**src/rtl/ex_muldiv_unit_if.sv**
```systemverilog
// Handshake bundle between ID/MEM and the M-extension execute unit.
interface ex_muldiv_unit_if #(
  parameter int XLEN = 32
);
  logic            in_valid;
  logic            in_ready;
  logic [2:0]      in_op;
  logic [XLEN-1:0] in_a;
  logic [XLEN-1:0] in_b;
  logic [4:0]      in_rd;
  logic            flush;
  logic            out_valid;
  logic            out_ready;
  logic [XLEN-1:0] out_result;
  logic [4:0]      out_rd;
  logic            busy;

  // Unit side
  modport slave (
    input  in_valid, in_op, in_a, in_b, in_rd, flush, out_ready,
    output in_ready, out_valid, out_result, out_rd, busy
  );

  // Pipeline side (ID issue, MEM drain, branch/interrupt cancel)
  modport master (
    output in_valid, in_op, in_a, in_b, in_rd, flush, out_ready,
    input  in_ready, out_valid, out_result, out_rd, busy
  );
endinterface

```
**src/rtl/ex_muldiv_unit.sv**
```systemverilog
// RV32 M-extension execute unit: pipelined multiply, restoring divide,
// one op at a time, result held until MEM accepts it.
module ex_muldiv_unit #(
  parameter int XLEN         = 32,
  parameter int MUL_STAGES   = 2,
  parameter int DIV_FASTPATH = 1
) (
  input  logic            clk,
  input  logic            rst_n,
  ex_muldiv_unit_if.slave bus
);
  localparam int CW = $clog2(XLEN) + 1;
  localparam int PW = 2 * XLEN;
  // product chain depth; the first stage is written at accept
  localparam int PS = (MUL_STAGES > 1) ? MUL_STAGES - 1 : 1;
  localparam logic [CW-1:0]   MUL_LAST = CW'((MUL_STAGES > 1) ? MUL_STAGES - 2 : 0);
  localparam logic [CW-1:0]   DIV_LAST = CW'(XLEN - 1);
  localparam logic [XLEN-1:0] MOST_NEG = {1'b1, {(XLEN-1){1'b0}}};

  typedef enum logic [1:0] {S_IDLE, S_MUL, S_DIV, S_DONE} state_t;

  state_t                  r_state, w_next;
  logic [2:0]              r_op;
  logic [4:0]              r_rd;
  logic [CW-1:0]           r_cnt;
  logic [XLEN-1:0]         r_result;
  logic [PS-1:0][PW-1:0]   r_prod;
  logic [XLEN-1:0]         r_q;     // dividend bits shift out, quotient bits shift in
  logic [XLEN-1:0]         r_rem;
  logic [XLEN-1:0]         r_dvs;
  logic                    r_neg_q, r_neg_r;

  // Accept-side decode
  logic            w_accept, w_is_div, w_sdiv, w_b_zero, w_ovf, w_fast;
  logic            w_a_neg, w_b_neg, w_msa, w_msb;
  logic [XLEN-1:0] w_a_mag, w_b_mag, w_fast_res;
  logic [PW-1:0]   w_a_x, w_b_x, w_prod;

  assign w_accept = bus.in_valid && bus.in_ready;
  assign w_is_div = bus.in_op[2];
  assign w_sdiv   = ~bus.in_op[0];
  assign w_b_zero = (bus.in_b == '0);
  assign w_ovf    = w_sdiv && (bus.in_a == MOST_NEG) && (bus.in_b == '1);
  assign w_fast   = (DIV_FASTPATH != 0) && (w_b_zero || w_ovf);
  // b==0 wins over overflow (b cannot be both 0 and -1)
  assign w_fast_res = w_b_zero ? (bus.in_op[1] ? bus.in_a : '1)
                               : (bus.in_op[1] ? '0 : bus.in_a);

  assign w_a_neg = w_sdiv && bus.in_a[XLEN-1];
  assign w_b_neg = w_sdiv && bus.in_b[XLEN-1];
  assign w_a_mag = w_a_neg ? -bus.in_a : bus.in_a;
  assign w_b_mag = w_b_neg ? -bus.in_b : bus.in_b;

  // Extending both operands to 2*XLEN makes the truncated product exact
  // for every signedness mix.
  assign w_msa  = (bus.in_op[1:0] == 2'b01) || (bus.in_op[1:0] == 2'b10);
  assign w_msb  = (bus.in_op[1:0] == 2'b01);
  assign w_a_x  = {{XLEN{w_msa & bus.in_a[XLEN-1]}}, bus.in_a};
  assign w_b_x  = {{XLEN{w_msb & bus.in_b[XLEN-1]}}, bus.in_b};
  assign w_prod = w_a_x * w_b_x;

  function automatic logic [XLEN-1:0] f_mul_sel(input logic [2:0] op,
                                                input logic [PW-1:0] p);
    return (op == 3'b000) ? p[XLEN-1:0] : p[PW-1:XLEN];
  endfunction

  // One restoring-division step
  logic [XLEN:0]   w_shift, w_diff;
  logic            w_qbit;
  logic [XLEN-1:0] w_rem_nx, w_q_nx, w_q_fix, w_r_fix, w_div_res;

  assign w_shift  = {r_rem, r_q[XLEN-1]};
  assign w_diff   = w_shift - {1'b0, r_dvs};
  // a zero divisor always "fits": quotient all ones, remainder = dividend
  assign w_qbit   = ~w_diff[XLEN] | (r_dvs == '0);
  assign w_rem_nx = w_qbit ? w_diff[XLEN-1:0] : w_shift[XLEN-1:0];
  assign w_q_nx   = {r_q[XLEN-2:0], w_qbit};
  assign w_q_fix  = r_neg_q ? -w_q_nx : w_q_nx;
  assign w_r_fix  = r_neg_r ? -w_rem_nx : w_rem_nx;
  assign w_div_res = r_op[1] ? w_r_fix : w_q_fix;

  // State register
  always_ff @(posedge clk or negedge rst_n) begin
    if (!rst_n) r_state <= S_IDLE;
    else        r_state <= w_next;
  end

  // Next state; flush overrides everything
  always_comb begin
    w_next = r_state;
    if (bus.flush) begin
      w_next = S_IDLE;
    end else begin
      case (r_state)
        S_IDLE: if (w_accept) begin
          if (!w_is_div) w_next = (MUL_STAGES == 1) ? S_DONE : S_MUL;
          else           w_next = w_fast ? S_DONE : S_DIV;
        end
        S_MUL:  if (r_cnt == MUL_LAST) w_next = S_DONE;
        S_DIV:  if (r_cnt == DIV_LAST) w_next = S_DONE;
        S_DONE: if (bus.out_ready) w_next = S_IDLE;
        default: w_next = S_IDLE;
      endcase
    end
  end

  // Operand capture, multiply chain, divide iteration and result register
  always_ff @(posedge clk or negedge rst_n) begin
    if (!rst_n) begin
      r_op     <= '0;
      r_rd     <= '0;
      r_cnt    <= '0;
      r_result <= '0;
      r_prod   <= '0;
      r_q      <= '0;
      r_rem    <= '0;
      r_dvs    <= '0;
      r_neg_q  <= 1'b0;
      r_neg_r  <= 1'b0;
    end else if (bus.flush) begin
      r_cnt <= '0;
    end else begin
      case (r_state)
        S_IDLE: if (w_accept) begin
          r_op      <= bus.in_op;
          r_rd      <= bus.in_rd;
          r_cnt     <= '0;
          r_prod[0] <= w_prod;
          r_q       <= w_a_mag;
          r_rem     <= '0;
          r_dvs     <= w_b_mag;
          r_neg_q   <= w_sdiv && (w_a_neg ^ w_b_neg) && !w_b_zero;
          r_neg_r   <= w_a_neg;
          if (!w_is_div && MUL_STAGES == 1) r_result <= f_mul_sel(bus.in_op, w_prod);
          if (w_is_div && w_fast)           r_result <= w_fast_res;
        end
        S_MUL: begin
          for (int i = 1; i < PS; i++) r_prod[i] <= r_prod[i-1];
          if (r_cnt == MUL_LAST) begin
            r_result <= f_mul_sel(r_op, r_prod[PS-1]);
            r_cnt    <= '0;
          end else begin
            r_cnt <= r_cnt + 1'b1;
          end
        end
        S_DIV: begin
          r_q   <= w_q_nx;
          r_rem <= w_rem_nx;
          if (r_cnt == DIV_LAST) begin
            r_result <= w_div_res;
            r_cnt    <= '0;
          end else begin
            r_cnt <= r_cnt + 1'b1;
          end
        end
        default: ;
      endcase
    end
  end

  assign bus.in_ready   = (r_state == S_IDLE) && !bus.flush;
  assign bus.out_valid  = (r_state == S_DONE);
  assign bus.out_result = r_result;
  assign bus.out_rd     = r_rd;
  assign bus.busy       = (r_state != S_IDLE);
endmodule

```
**src/flat_wrapper.sv**
```systemverilog
// flat-port wrapper written by rule: the top's interface ports become plain ports
module ex_muldiv_unit_flat 
#(
  parameter int XLEN         = 32,
  parameter int MUL_STAGES   = 2,
  parameter int DIV_FASTPATH = 1
)
  (clk, rst_n, bus_in_valid, bus_in_op, bus_in_a, bus_in_b, bus_in_rd, bus_flush, bus_out_ready, bus_in_ready, bus_out_valid, bus_out_result, bus_out_rd, bus_busy);
  ex_muldiv_unit_if #(.XLEN(XLEN)) bus_i ();
  input  logic clk;
  input  logic rst_n;
  input wire logic [$bits(bus_i.in_valid)-1:0] bus_in_valid;
  input wire logic [$bits(bus_i.in_op)-1:0] bus_in_op;
  input wire logic [$bits(bus_i.in_a)-1:0] bus_in_a;
  input wire logic [$bits(bus_i.in_b)-1:0] bus_in_b;
  input wire logic [$bits(bus_i.in_rd)-1:0] bus_in_rd;
  input wire logic [$bits(bus_i.flush)-1:0] bus_flush;
  input wire logic [$bits(bus_i.out_ready)-1:0] bus_out_ready;
  output wire logic [$bits(bus_i.in_ready)-1:0] bus_in_ready;
  output wire logic [$bits(bus_i.out_valid)-1:0] bus_out_valid;
  output wire logic [$bits(bus_i.out_result)-1:0] bus_out_result;
  output wire logic [$bits(bus_i.out_rd)-1:0] bus_out_rd;
  output wire logic [$bits(bus_i.busy)-1:0] bus_busy;
  assign bus_i.in_valid = bus_in_valid;
  assign bus_i.in_op = bus_in_op;
  assign bus_i.in_a = bus_in_a;
  assign bus_i.in_b = bus_in_b;
  assign bus_i.in_rd = bus_in_rd;
  assign bus_i.flush = bus_flush;
  assign bus_i.out_ready = bus_out_ready;
  assign bus_in_ready = bus_i.in_ready;
  assign bus_out_valid = bus_i.out_valid;
  assign bus_out_result = bus_i.out_result;
  assign bus_out_rd = bus_i.out_rd;
  assign bus_busy = bus_i.busy;
  ex_muldiv_unit #(.XLEN(XLEN), .MUL_STAGES(MUL_STAGES), .DIV_FASTPATH(DIV_FASTPATH)) u_core (.clk(clk), .rst_n(rst_n), .bus(bus_i));
endmodule
```
**config.mk**
```make
export PLATFORM = sky130hd
export DESIGN_NAME = ex_muldiv_unit_flat
export DESIGN_NICKNAME = d
export VERILOG_FILES = /design/src/rtl/ex_muldiv_unit_if.sv /design/src/rtl/ex_muldiv_unit.sv /design/src/flat_wrapper.sv
export SDC_FILE = /design/constraint.sdc
export NUM_CORES = 2
export LEC_CHECK = 0
export ABC_AREA = 1
export CAP_MARGIN = 20
export CORE_MARGIN = 5
export CORE_UTILIZATION = 55
export CTS_BUF_LIST = sky130_fd_sc_hd__clkbuf_8 sky130_fd_sc_hd__clkbuf_16
export CTS_CLUSTER_SIZE = 40
export DETAILED_ROUTE_END_ITERATION = 8
export PLACE_DENSITY = 0.7
export REMOVE_ABC_BUFFERS = 1
export SLEW_MARGIN = 20
export SYNTH_ARGS = -nofsm -noshare
export SYNTH_HDL_FRONTEND = slang
export SYNTH_SLANG_ARGS = --single-unit
```
**constraint.sdc**
```tcl
create_clock -name clk -period 4.8 [get_ports clk]
set_clock_uncertainty 0.1 [all_clocks]
set_input_delay 0.72 -clock clk [delete_from_list [all_inputs] [get_ports clk]]
set_output_delay 0.72 -clock clk [all_outputs]
set_load 0.02 [all_outputs]
```
==> out/results.txt <==
synthesized area -> 54,500 sq um
width of the die -> 325 um
PortBufs -> 116
antenna violations before repair -> 1
Synth Register Bits -> 210
CTS Buf Count -> 26
slack of the critical path -> -2.84 ns
Slowest cell on crit path -> fa_1
fmax -> 131 MHz
Max Slew Vio Count -> 0
status -> complete, but fails checks
Setup CP Type -> in2reg
min Tclk post-route -> 7.64 ns
smallest hold slack -> 0.0341 ns
CTS H-tree depth -> 1
post-DP HPWL -> 146 mm
Pre-antenna DRT Iters -> 6
violated checks -> setup timing
number of synthesis warnings -> 0
P&R area growth vs syn -> 21.5%
Worst EP required -> 5.10 ns
drt wl/cell -> 20.2 um
unrepaired setup endpoints after global routing -> true
CP max FO -> 4
sequential cell area fraction in the yosys report -> 0.0965
worst rel slew slack -> 0.296
most used cell along the critical path -> fa_1
Remaining DRCs -> 0
die area -> 105,000 sq um
Hold Vio Cnt, Final -> 0
Setup crit start kind -> primary input
final period utilization -> 1.59
most common flop cell mapped by yosys -> dfrtp_1
vias in the first global route -> 50,800
TritonCTS clock tree -> built
instance count of the mapped netlist -> 7,123
clk root buf -> clkbuf_16
largest net degree at the start of global routing -> 96
critical path capture point type -> flop
setup violators final -> 58
gr ovfl total -> 0
gr usage total -> 0.335
total number of vias -> 48,900
largest stage delay on the critical path -> 0.55 ns
Total Wirelength -> 181 mm
Clk pin slew, worst setup/hold paths -> 0.07 ns
first-pass GRT wire length -> 281 mm
# Max-Cap Violations -> 0
GP Congestion -> 0.950
Netlist cell types -> 58
Core Footprint -> 98,300 sq um
Final #Nets -> 9,127
initial DRC count -> 4,342
clk_lat worst skew -> 0.57 ns
CP Data Arrival Time -> 7.94 ns
Routed Antenna Nets -> 0
EDFF count, synth -> 0
total I/O pin count -> 117
Worst-Margin Slew -> 1.06 ns
Longest Clk Path Bufs -> 3
# rows -> 115
Die Ht -> 325 um
Worst Hold Class -> in2async
Clock Sinks -> 210
async set-or-reset flop fraction in the synthesized netlist -> 1.00
Initial Utilization -> 0.554
share of layout cells above drive strength 1 -> 0.176
Synth Area per Inst -> 7.65 sq um
drt via density -> 5.45
-- registers in the layout, indices dropped and copies added, names as in the netlist --
name,flops
u_core.r_state,2
u_core.bus.out_rd,5
u_core.r_prod,64
u_core.bus.out_result,32
u_core.r_cnt,6
u_core.r_q,32
u_core.r_rem,32
u_core.r_op,3
u_core.r_neg_r,1
u_core.r_dvs,32
u_core.r_neg_q,1
-- metal layers --
metal,vias up,global-route usage,wire [um]
met3,448,0.0665,17900
met5,-,0,28
met2,2237,0.534,82700
met1,24300,0.465,72100
li1,21900,-,-
met4,2,0.114,8390
-- cell usage in the layout (no fill, tap or decap), types with 87 or more instances in the layout --
cell,instances
ha_1,211
dfrtp_1,210
nand3_1,138
nand2_1,1775
o21ai_0,273
inv_1,1725
buf_4,630
nor2_1,293
fa_1,1091
buf_6,87
a21oi_1,154
-- cell families (layout without fill, tap and decap cells) --
| group | count (synthesis) | after routing | synth area share |
|---|---|---|---|
| AOI/OAI and AO/OA | 699 | 699 | 0.0714 |
| xor gates and xnor gates | 129 | 129 | 0.0207 |
| adders and majority gates | 1383 | 1383 | 0.473 |
| buffers and inverters | 2166 | 2731 | 0.150 |
| DFF | 210 | 210 | 0.0965 |
| other | 0 | 1 | 0 |
| and+or+nand+nor | 2536 | 2536 | 0.189 |
-- metrics by stage --
step,utilization,std cells,worst slack [ns],setup TNS [ns],area (sq um)
floorplan,-,6754,-4.02,-264.77,53000
global placement,0.623,8823,-3.99,-185.62,61200
detailed placement,0.623,8823,-4.18,-189.49,61200
CTS,0.658,8933,-2.80,-118.38,64700
global route,0.673,8975,-3.07,-134.05,66200
finish,0.673,8976,-2.84,-119.02,66200
-- area by class of cell --
class,count,area (sq um)
multi-input cells,4747,43300
fillers,8144,32100
repair buffers,886,8280
inverters,1797,6750
flip-flops and latches,210,5260
well taps,1287,1610
clock buffers,35,774
clock inverters,13,179
diodes,1,2.50
-- synth_stat cells (4+ instances only) --
| cell type | instances | area, sq um |
|---|---|---|
| nand2_2 | 19 | 119 |
| nor3_1 | 51 | 255 |
| o21ai_2 | 6 | 52.6 |
| clkinv_1 | 4 | 15.0 |
| clkbuf_1 | 226 | 848 |
| o31ai_1 | 9 | 67.6 |
| fa_1 | 1126 | 22500 |
| a31oi_1 | 34 | 213 |
| ha_1 | 256 | 3200 |
| buf_1 | 130 | 488 |
| xnor2_1 | 46 | 403 |
| xor2_1 | 83 | 727 |
| inv_2 | 5 | 18.8 |
| nor3_2 | 4 | 40.0 |
| nor2_1 | 339 | 1270 |
| o21ai_1 | 13 | 65.1 |
| dfrtp_1 | 210 | 5260 |
| a21boi_0 | 7 | 52.6 |
| nor4_1 | 14 | 87.6 |
| a21o_1 | 9 | 67.6 |
| buf_2 | 9 | 45.0 |
| nor2_2 | 8 | 50.1 |
| nand3b_1 | 9 | 67.6 |
| o221ai_1 | 15 | 131 |
| o21bai_1 | 14 | 105 |
| nand3_1 | 161 | 806 |
| o21ai_0 | 312 | 1560 |
| a21oi_1 | 206 | 1030 |
| o21a_1 | 6 | 45.0 |
| nand4_1 | 71 | 444 |
| inv_1 | 1788 | 6710 |
| and3_1 | 4 | 25.0 |
| or2_2 | 20 | 125 |
| nand2_1 | 1825 | 6850 |
| o211ai_1 | 20 | 150 |
| o22ai_1 | 33 | 206 |
-- critical path: cells and delay by family --
family                     cells  cell delay (ns)
xor gates and xnor gates       1             0.16
AOI/OAI and AO/OA              5             0.65
buffers and inverters         12             1.06
and+or+nand+nor                8             0.83
adders and majority gates     10             4.48
-- worst paths after layout --
check	cells after the start	startpoint	slack, ns	to
max reg2reg	32	u_core.r_q[31]$_DFFE_PN0P_	-0.03	u_core.bus.out_result[30]$_DFFE_PN0P_
min	1	rst_n	0.03	u_core.bus.out_result[2]$_DFFE_PN0P_
max	36	bus_in_op[1]	-2.84	u_core.r_prod[61]$_DFFE_PN0P_
min in group clk	2	u_core.r_prod[54]$_DFFE_PN0P_	0.37	u_core.r_prod[54]$_DFFE_PN0P_
max in group asynchronous	2	rst_n	3.50	u_core.bus.out_result[5]$_DFFE_PN0P_
min reg2reg	2	u_core.r_prod[54]$_DFFE_PN0P_	0.37	u_core.r_prod[54]$_DFFE_PN0P_
-- timing repair --
action	in CTS	in global routing
pin swaps	197	204
resized for setup	489	311
hold buffers	0	0
setup buffers	62	39
cloned	3	7
endpoints found under the setup margin	59	70
Power is left out: the tool's default activity adds up to more than one toggle a clock period on the data nets, which glitch-free logic cannot reach.
